==> src/rtl/unit_access_arbiter.sv <==
// Round-robin access arbiter in front of the unit address decoder's target bus.
// One transaction at a time: grant, select decoded target, await ack or timeout, report.
module unit_access_arbiter #(
  parameter int NUM_MST = 4,
  parameter int NUM_TGT = 5,
  parameter int ADDR_W  = 8,
  parameter int DATA_W  = 8,
  parameter int TIMEOUT = 15
) (
  input  logic                      clock,
  input  logic                      reset_n,
  input  logic [NUM_MST-1:0]        req,
  input  logic [NUM_MST-1:0]        wr_rd_s,
  input  logic [NUM_MST*ADDR_W-1:0] addr,
  input  logic [NUM_MST*DATA_W-1:0] wr_data,
  output logic [NUM_MST-1:0]        gnt,
  output logic [NUM_MST-1:0]        done,
  output logic                      err,
  output logic [DATA_W-1:0]         rd_data_out,
  output logic [NUM_TGT-1:0]        sel_en_out,
  output logic                      wr_rd_s_out,
  output logic [ADDR_W-1:0]         addr_out,
  output logic [DATA_W-1:0]         wr_data_out,
  input  logic [NUM_TGT-1:0]        ack_in,
  input  logic [DATA_W-1:0]         rd_data_in
);

  localparam int PW = (NUM_MST > 1) ? $clog2(NUM_MST) : 1;
  localparam int CW = $clog2(TIMEOUT + 1);

  typedef enum logic [1:0] {IDLE, ACCESS, RESP} state_t;

  state_t              state;
  logic [PW-1:0]       ptr;
  logic [PW-1:0]       gidx;
  logic [CW-1:0]       cnt;

  logic                win_found;
  logic [PW-1:0]       win_idx;
  logic [PW-1:0]       cand;
  logic [ADDR_W-1:0]   win_addr;
  logic [2:0]          tidx;
  logic                dec_ok;
  logic [NUM_TGT-1:0]  tgt_onehot;
  logic                ack_hit;

  // Search starts one past the last winner, so the previous winner is served last.
  always_comb begin
    win_found = 1'b0;
    win_idx   = '0;
    cand      = '0;
    for (int unsigned i = 1; i <= NUM_MST; i++) begin
      cand = PW'((32'(ptr) + i) % 32'(NUM_MST));
      if (!win_found && req[cand]) begin
        win_found = 1'b1;
        win_idx   = cand;
      end
    end
  end

  always_comb begin
    win_addr   = addr[win_idx*ADDR_W +: ADDR_W];
    tidx       = win_addr[ADDR_W-1 -: 3];
    dec_ok     = (int'(tidx) < NUM_TGT);
    tgt_onehot = dec_ok ? (NUM_TGT'(1) << tidx) : '0;
    ack_hit    = |(ack_in & sel_en_out);
  end

  always_ff @(posedge clock or negedge reset_n) begin
    if (!reset_n) begin
      state       <= IDLE;
      ptr         <= PW'(NUM_MST - 1);
      gidx        <= '0;
      cnt         <= '0;
      gnt         <= '0;
      done        <= '0;
      err         <= 1'b0;
      rd_data_out <= '0;
      sel_en_out  <= '0;
      wr_rd_s_out <= 1'b0;
      addr_out    <= '0;
      wr_data_out <= '0;
    end else begin
      case (state)
        IDLE: begin
          if (win_found) begin
            gnt         <= NUM_MST'(1) << win_idx;
            gidx        <= win_idx;
            wr_rd_s_out <= wr_rd_s[win_idx];
            addr_out    <= win_addr;
            wr_data_out <= wr_data[win_idx*DATA_W +: DATA_W];
            if (dec_ok) begin
              sel_en_out <= tgt_onehot;
              cnt        <= '0;
              state      <= ACCESS;
            end else begin
              // Decode error skips the target entirely; done goes out with the grant.
              done  <= NUM_MST'(1) << win_idx;
              err   <= 1'b1;
              state <= RESP;
            end
          end
        end
        ACCESS: begin
          if (ack_hit) begin
            sel_en_out <= '0;
            done       <= gnt;
            err        <= 1'b0;
            if (!wr_rd_s_out) rd_data_out <= rd_data_in;
            state      <= RESP;
          end else if (cnt == CW'(TIMEOUT - 1)) begin
            sel_en_out  <= '0;
            done        <= gnt;
            err         <= 1'b1;
            rd_data_out <= '0;
            state       <= RESP;
          end else begin
            cnt <= cnt + 1'b1;
          end
        end
        RESP: begin
          done  <= '0;
          err   <= 1'b0;
          gnt   <= '0;
          ptr   <= gidx;
          state <= IDLE;
        end
        default: state <= IDLE;
      endcase
    end
  end

endmodule

==> config.mk <==
export PLATFORM = sky130hd
export DESIGN_NAME = unit_access_arbiter
export DESIGN_NICKNAME = d
export VERILOG_FILES = /design/src/rtl/unit_access_arbiter.sv
export SDC_FILE = /design/constraint.sdc
export NUM_CORES = 1
export LEC_CHECK = 0
export CAP_MARGIN = 30
export CORE_MARGIN = 2
export CORE_UTILIZATION = 46
export DETAILED_ROUTE_END_ITERATION = 16
export PLACE_DENSITY = 0.94
export SYNTH_ARGS = -nofsm -noshare
export SYNTH_HDL_FRONTEND = slang
export SYNTH_SLANG_ARGS = --single-unit
==> constraint.sdc <==
create_clock -name clock -period 8.1 [get_ports clock]
set_clock_uncertainty 0.05 [all_clocks]
set_input_delay 0.81 -clock clock [delete_from_list [all_inputs] [get_ports clock]]
set_output_delay 0.81 -clock clock [all_outputs]
set_load 0.1 [all_outputs]
# Word-level counts from Yosys, hierarchy flattened
# Index checks and enable logic that the tools add are counted.
dict set report totals {
  word_cells 105
  regBits 49
}
dict set report op_classes {
  mux 48
  add_sub_neg 5
  n_bitwise 1
  eq_ne 10
  n_reduce_logical 19
  shift 4
  n_lt_le_gt_ge 6
}
# op count
set op_table {}
lappend op_table {{$shiftx A32 B6 Y8} 2}
lappend op_table {{$mux W4} 9}
lappend op_table {{$mux W8} 3}
lappend op_table {{$mux W5} 4}
lappend op_table {{$mux W2} 8}
lappend op_table {{$pmux W4 S2} 2}
lappend op_table {{$lt A2 B3 Y1 const B} 5}
lappend op_table {{$mux W1} 13}
lappend op_table {{$ne A2 B2 Y1 const B} 6}
lappend op_table {{$pmux W4 S3} 1}
lappend op_table {{$bmux W1 S2} 5}
lappend op_table {{$pmux W5 S2} 1}
lappend op_table {{$reduce_and A4 Y1} 2}
lappend op_table {{$reduce_and A2 Y1} 3}
lappend op_table {{$reduce_bool A2 Y1} 3}
lappend op_table {{$and A5 B5 Y5} 1}
lappend op_table {{$reduce_and A5 Y1} 1}
lappend op_table {{$reduce_or A5 Y1} 1}
lappend op_table {{$shl A1 B3 Y5 const A} 1}
lappend op_table {{$add A2 B1 Y2 const B} 2}
lappend op_table {{$add A2 B2 Y2 const B} 2}
lappend op_table {{$add A4 B1 Y4 const B} 1}
lappend op_table {{$eq A4 B4 Y1 const B} 1}
lappend op_table {{$pmux W2 S2} 1}
lappend op_table {{other kinds (11)} 15}

# Depth between registers and ports, before layout
dict set report depth {
  ltp_word 18
  mapped_depth 10
}

# Worst setup path before layout
# OpenSTA, ideal clock, no wires.
dict set report synth_timing {
  path_kind {input -> register}
  startpoint {in req[2]}
  endpoint {reg done[0]}
  path_slack_ps 5039
  path_buffers 2
  path_stages 9
  setup_ps 126
  arrival_time_ps 2885
  cell_sequence {buf_2 > o21bai_1 > a311o_1 > buf_6 > nor2b_1 > a211o_1 > a21o_1 > a211oi_4 > mux2_4}
}
dict set report synth_via {
  elab_chain_len 16
}
# element line
set synth_lines {}
lappend synth_lines {{from (decl)} 12} ;# input logic [NUM_MST-1:0] req,
lappend synth_lines {{$bmux W1 S2} 54} ;# if (!win_found && req[cand]) begin
lappend synth_lines {{$mux W1 (implied by the code)} 54}
lappend synth_lines {{$mux W1} 54}
lappend synth_lines {{$logic_not A1 Y1} 54}
lappend synth_lines {{$logic_and A1 B1 Y1} 54}
lappend synth_lines {{$mux W1} 54}
lappend synth_lines {{$logic_not A1 Y1} 54}
lappend synth_lines {{$logic_and A1 B1 Y1} 54}
lappend synth_lines {{$mux W1} 54}
lappend synth_lines {{$logic_not A1 Y1} 54}
lappend synth_lines {{$logic_and A1 B1 Y1} 54}
lappend synth_lines {{$mux W2} 54}
lappend synth_lines {{$shiftx A32 B6 Y8 / $shl A1 B2 Y4 (equally long branches)} {62, 98}}
lappend synth_lines {{$lt A3 B3 Y1 / $mux W4 (equally long branches)} {64, 92}}
lappend synth_lines {{$ne A2 B2 Y1 (no source line) / $mux W4 (equally long branches)} n/a}
lappend synth_lines {{$reduce_and A4 Y1 (no source line) / $pmux W4 S3 (equally long branches)} n/a}
lappend synth_lines {{to (signal assigned)} 98} ;# done <= NUM_MST'(1) << win_idx;
lappend synth_lines {{to (signal assigned)} 107} ;# done <= gnt;
lappend synth_lines {{to (signal assigned)} 113} ;# done <= gnt;
lappend synth_lines {{to (decl)} 17} ;# output logic [NUM_MST-1:0] done,
# Parallel ways exist; a longest one is shown, timed or not. The select of a mux whose other input is x is not followed.
# A chain may end at the register's enable or synchronous reset.

# Worst setup path after layout
dict set report layout_timing {
  startpoint {in req[1]}
  endpoint {reg sel_en_out[2]}
}
dict set report layout_via {
  elab_chain_len 17
}
# element line
set layout_lines {}
lappend layout_lines {{branches (longest 17 deep; another with $bmux W1 S2)} n/a}
lappend layout_lines {{to (signal assigned)} 93} ;# sel_en_out <= tgt_onehot;
lappend layout_lines {{to (decl)} 20} ;# output logic [NUM_TGT-1:0] sel_en_out,
# Several ways; the timed one is not identified. The select of a mux whose other input is x is not followed.

==> summary.md <==
| Metric | Value |
|---|---|
| Run status | completed |
| Layout cells sized above 1 | 9.368% |
| Top cells by count, synth | dfrtp_1 (47), o21ai_0 (45), nand2_1 (37) |
| Clock Latency Late Sink | 0.31 ns |
| Number of antenna violations at the first check in global routing | 0 |
| Hold slack | 0.2903 ns |
| First-pass GRT wire length | 13690 um |
| Post-Synth XOR/XNOR Area | 0% |
| Syn_area_per_cell | 9.441 sq um |
| Worst endpoint required time | 8.24 ns |
| Largest net degree at the start of global routing | 43 |
| Final Hold Vio Count | 0 |
| Clk buf depth | 2 |
| Post-synthesis cell type count | 44 |
| # diodes | 0 |
| RSZ-0062 raised after global routing | false |
| Boundary pin count | 126 |
| DRT antenna net count | 0 |
| Die width | 83.76 um |
| Maximum vdd drop | 337.1 uV |
| Dpl ws | 3.897 ns |
| CTS buffer count | 5 |
| Total power | 1941 uW |
| Initial Utilization | 46.89% |
| Syn nets | 403 |
| Share of the synthesized area in the top cell type | 40.19% |
| Mux share of post-synthesis cell area | 9.876% |
| Reg2Reg Depth | 7 |
| CP max-delay cell | a311oi_2 |
| R2r endpoint | sel_en_out[2] |
| Slew HR | 32.55% |
| Vias | 2917 |
| Async SR Flop Fraction | 100.0% |
| Total negative slack | 0 ns |
| CP cell instances | clkdlybuf4s50_1 > or2_0 > a31oi_1 > nand2_1 > a311oi_2 > a211oi_2 > or3_1 > mux2_4 |
| Synth area leader | dfrtp_1 |
| Vias per cell | 5.788 |
| Gates resized, CTS repair | 0 |
| Worst-path clk slew | 0.08 ns |
| Max cap viols | 0 |
| Post-CTS setup buffers | 0 |
| Cts hold-fix bufs | 0 |
| Total Wirelength | 8326 um |
| Clk root buf | clkbuf_8 |
| Design area | 0.004312 sq mm |
| Placed instance area | 0.004195 sq mm |
| CTS H-tree lvls | 2 |
| Largest family of logic cells by synthesized area | compound AO/OA/AOI/OAI gates |
| Placer Congestion | 0.8449 |
| Mapped cell area | 0.002927 sq mm |
| Crit path max fanout | 20 |
| FF+latch count, synth | 49 |
| Die area | 0.007016 sq mm |
| Slew @ Worst Pin | 1.009 ns |
| Leakage power | 0.001795 uW |
| Top FF cell, synth | dfrtp_1 |
| DR iter-0 viols | 197 |
| Number of synthesized flops with an enable pin | 0 |
| Final setup viols | 0 |
| Port Buffers | 125 |
| Drt wl/cell | 16.52 um |
| Die height | 83.76 um |
| Final Worst Setup Slack | 4.196 ns |
| Worst Hold Class | input port to async pin |
| Worst path bufs/invs | 1 |
| Delay-heaviest family, CP | simple AND/OR/NAND/NOR gates |
| Final HPWL from detailed placement | 6314 um |
| Nature of the critical path startpoint | input port |
| Number of global-route vias before repair | 2877 |
| Tot GR Track Use | 24.15% |
| TritonCTS clock tree | built |
| Max-slew violations | 0 |
| R2R setup slack | 4.74 ns |
| Critical path class | input port to flop |
| P per Cell Area | 450.2 mW/mm^2 |
| # DRC | 0 |
| Crit end category | flop |
| Area Overhead vs Synth | 47.33% |
| Mapped Cells | 310 |
| Arrival time worst endpoint | 4.05 ns |
| Synth Area in Adders | 2.565% |
| Synth Area in Compound Gates | 24.80% |
| Num rows | 29 |
| Yosys warnings | 0 |
| Grt total ovfl | 0 |
| Post-synthesis sequential area ratio | 41.98% |
| Top cells by area, synth | dfrtp_1 (40%), o21ai_0 (7.7%), a222oi_1 (4.8%), nand2_1 (4.7%), mux2_4 (4.6%) |
| CTS sink cnt | 49 |
| Simple-gate share of the synthesized area | 14.49% |
| Min cycle time layout | 3.904 ns |
| CP max stage delay | 0.58 ns |
| Core area | 0.006241 sq mm |
| Fmax | 0.2562 GHz |
| Reg-to-Reg Start | ptr[1] |
| Final Cycle Share | 48.20% |
| Drt first pass iters | 5 |
| Nets | 519 |
| Most common cell in the netlist | dfrtp_1 |
[registers in the layout, indices dropped and copies added, names as in the netlist]
signal / flops
wr_data_out: 8
cnt: 4
wr_rd_s_out: 1
state: 2
gnt: 4
done: 4
err: 1
addr_out: 8
rd_data_out: 8
sel_en_out: 5
gidx: 2
ptr: 2
[through the flow]
| step | utilization (%) | cells |
|---|---|---|
| floorplan | - | 310 |
| global placement | 66.90 | 495 |
| detailed placement | 67.22 | 496 |
| CTS | 69.09 | 504 |
| global route | 69.09 | 504 |
| finish | 69.09 | 504 |
[per-layer routing]
metal / vias to the layer above / share of wire (%) / track usage, %
li1: 1371 / - / -
met1: 1401 / 37 / 27.16
met2: 122 / 53 / 43.64
met3: 23 / 7.1 / 6.429
met4: 0 / 3.0 / 8.944
met5: - / 0 / 0
[report_power, final]
group | switching, uW | internal (uW)
clock | 82.9 | 101
sequential | 72.6 | 348
combinational | 952 | 384
[cell usage in the layout (no fill, tap or decap), types with 2 or more instances in the layout]
master / instances
a21o_1: 2
a21oi_1: 11
a222oi_1: 14
a22oi_1: 4
a311o_1: 3
a31oi_1: 5
and2_1: 3
and3_1: 3
clkbuf_8: 6
clkdlybuf4s50_1: 124
dfrtp_1: 47
dfstp_2: 2
ha_1: 6
inv_1: 21
mux2_2: 11
mux2_4: 9
mux2i_1: 3
nand2_1: 37
nand2b_1: 3
nand3_1: 18
nand3b_1: 2
nor2_1: 10
nor2b_1: 4
nor3_1: 2
o211ai_1: 9
o21ai_0: 45
o21bai_1: 2
[layout make-up]
type,count,area (sq um)
fillers,490,1929
clock inverters,1,30.03
well taps,77,96.34
inverters,21,78.83
flip-flops and latches,49,1229
clock buffers,7,86.33
repair buffers,127,1274
multi-input cells,222,1518
[worst reg2reg max path, delay by kind of cell (launching register included)]
family             cells  cell delay, ns
muxes                  1            0.35
AOI/OAI and AO/OA      3            1.02
DFF                    1            0.65
and+or+nand+nor        3            1.18
[kinds of logic after synthesis]
kind of cell	after synthesis
fa+ha+maj	6
simple gates	89
flops	49
mux	23
buf+inv	39
compound gates	104
[worst max-delay path by stage]
| stage | startpoint | end | slack [ns] | depth (start not counted) |
|---|---|---|---|---|
| final | req[1] | sel_en_out[2] | 4.20 | 8 |
| after CTS | req[1] | sel_en_out[2] | 4.22 | 8 |
| after global routing | req[1] | sel_en_out[1] | 4.03 | 8 |
| after global placement | req[1] | sel_en_out[3] | 4.06 | 8 |
| after floorplan | req[2] | done[0] | 5.04 | 9 |
| after detailed placement | req[1] | sel_en_out[2] | 3.90 | 8 |
No activity file was read; power rests on OpenSTA's default activity.
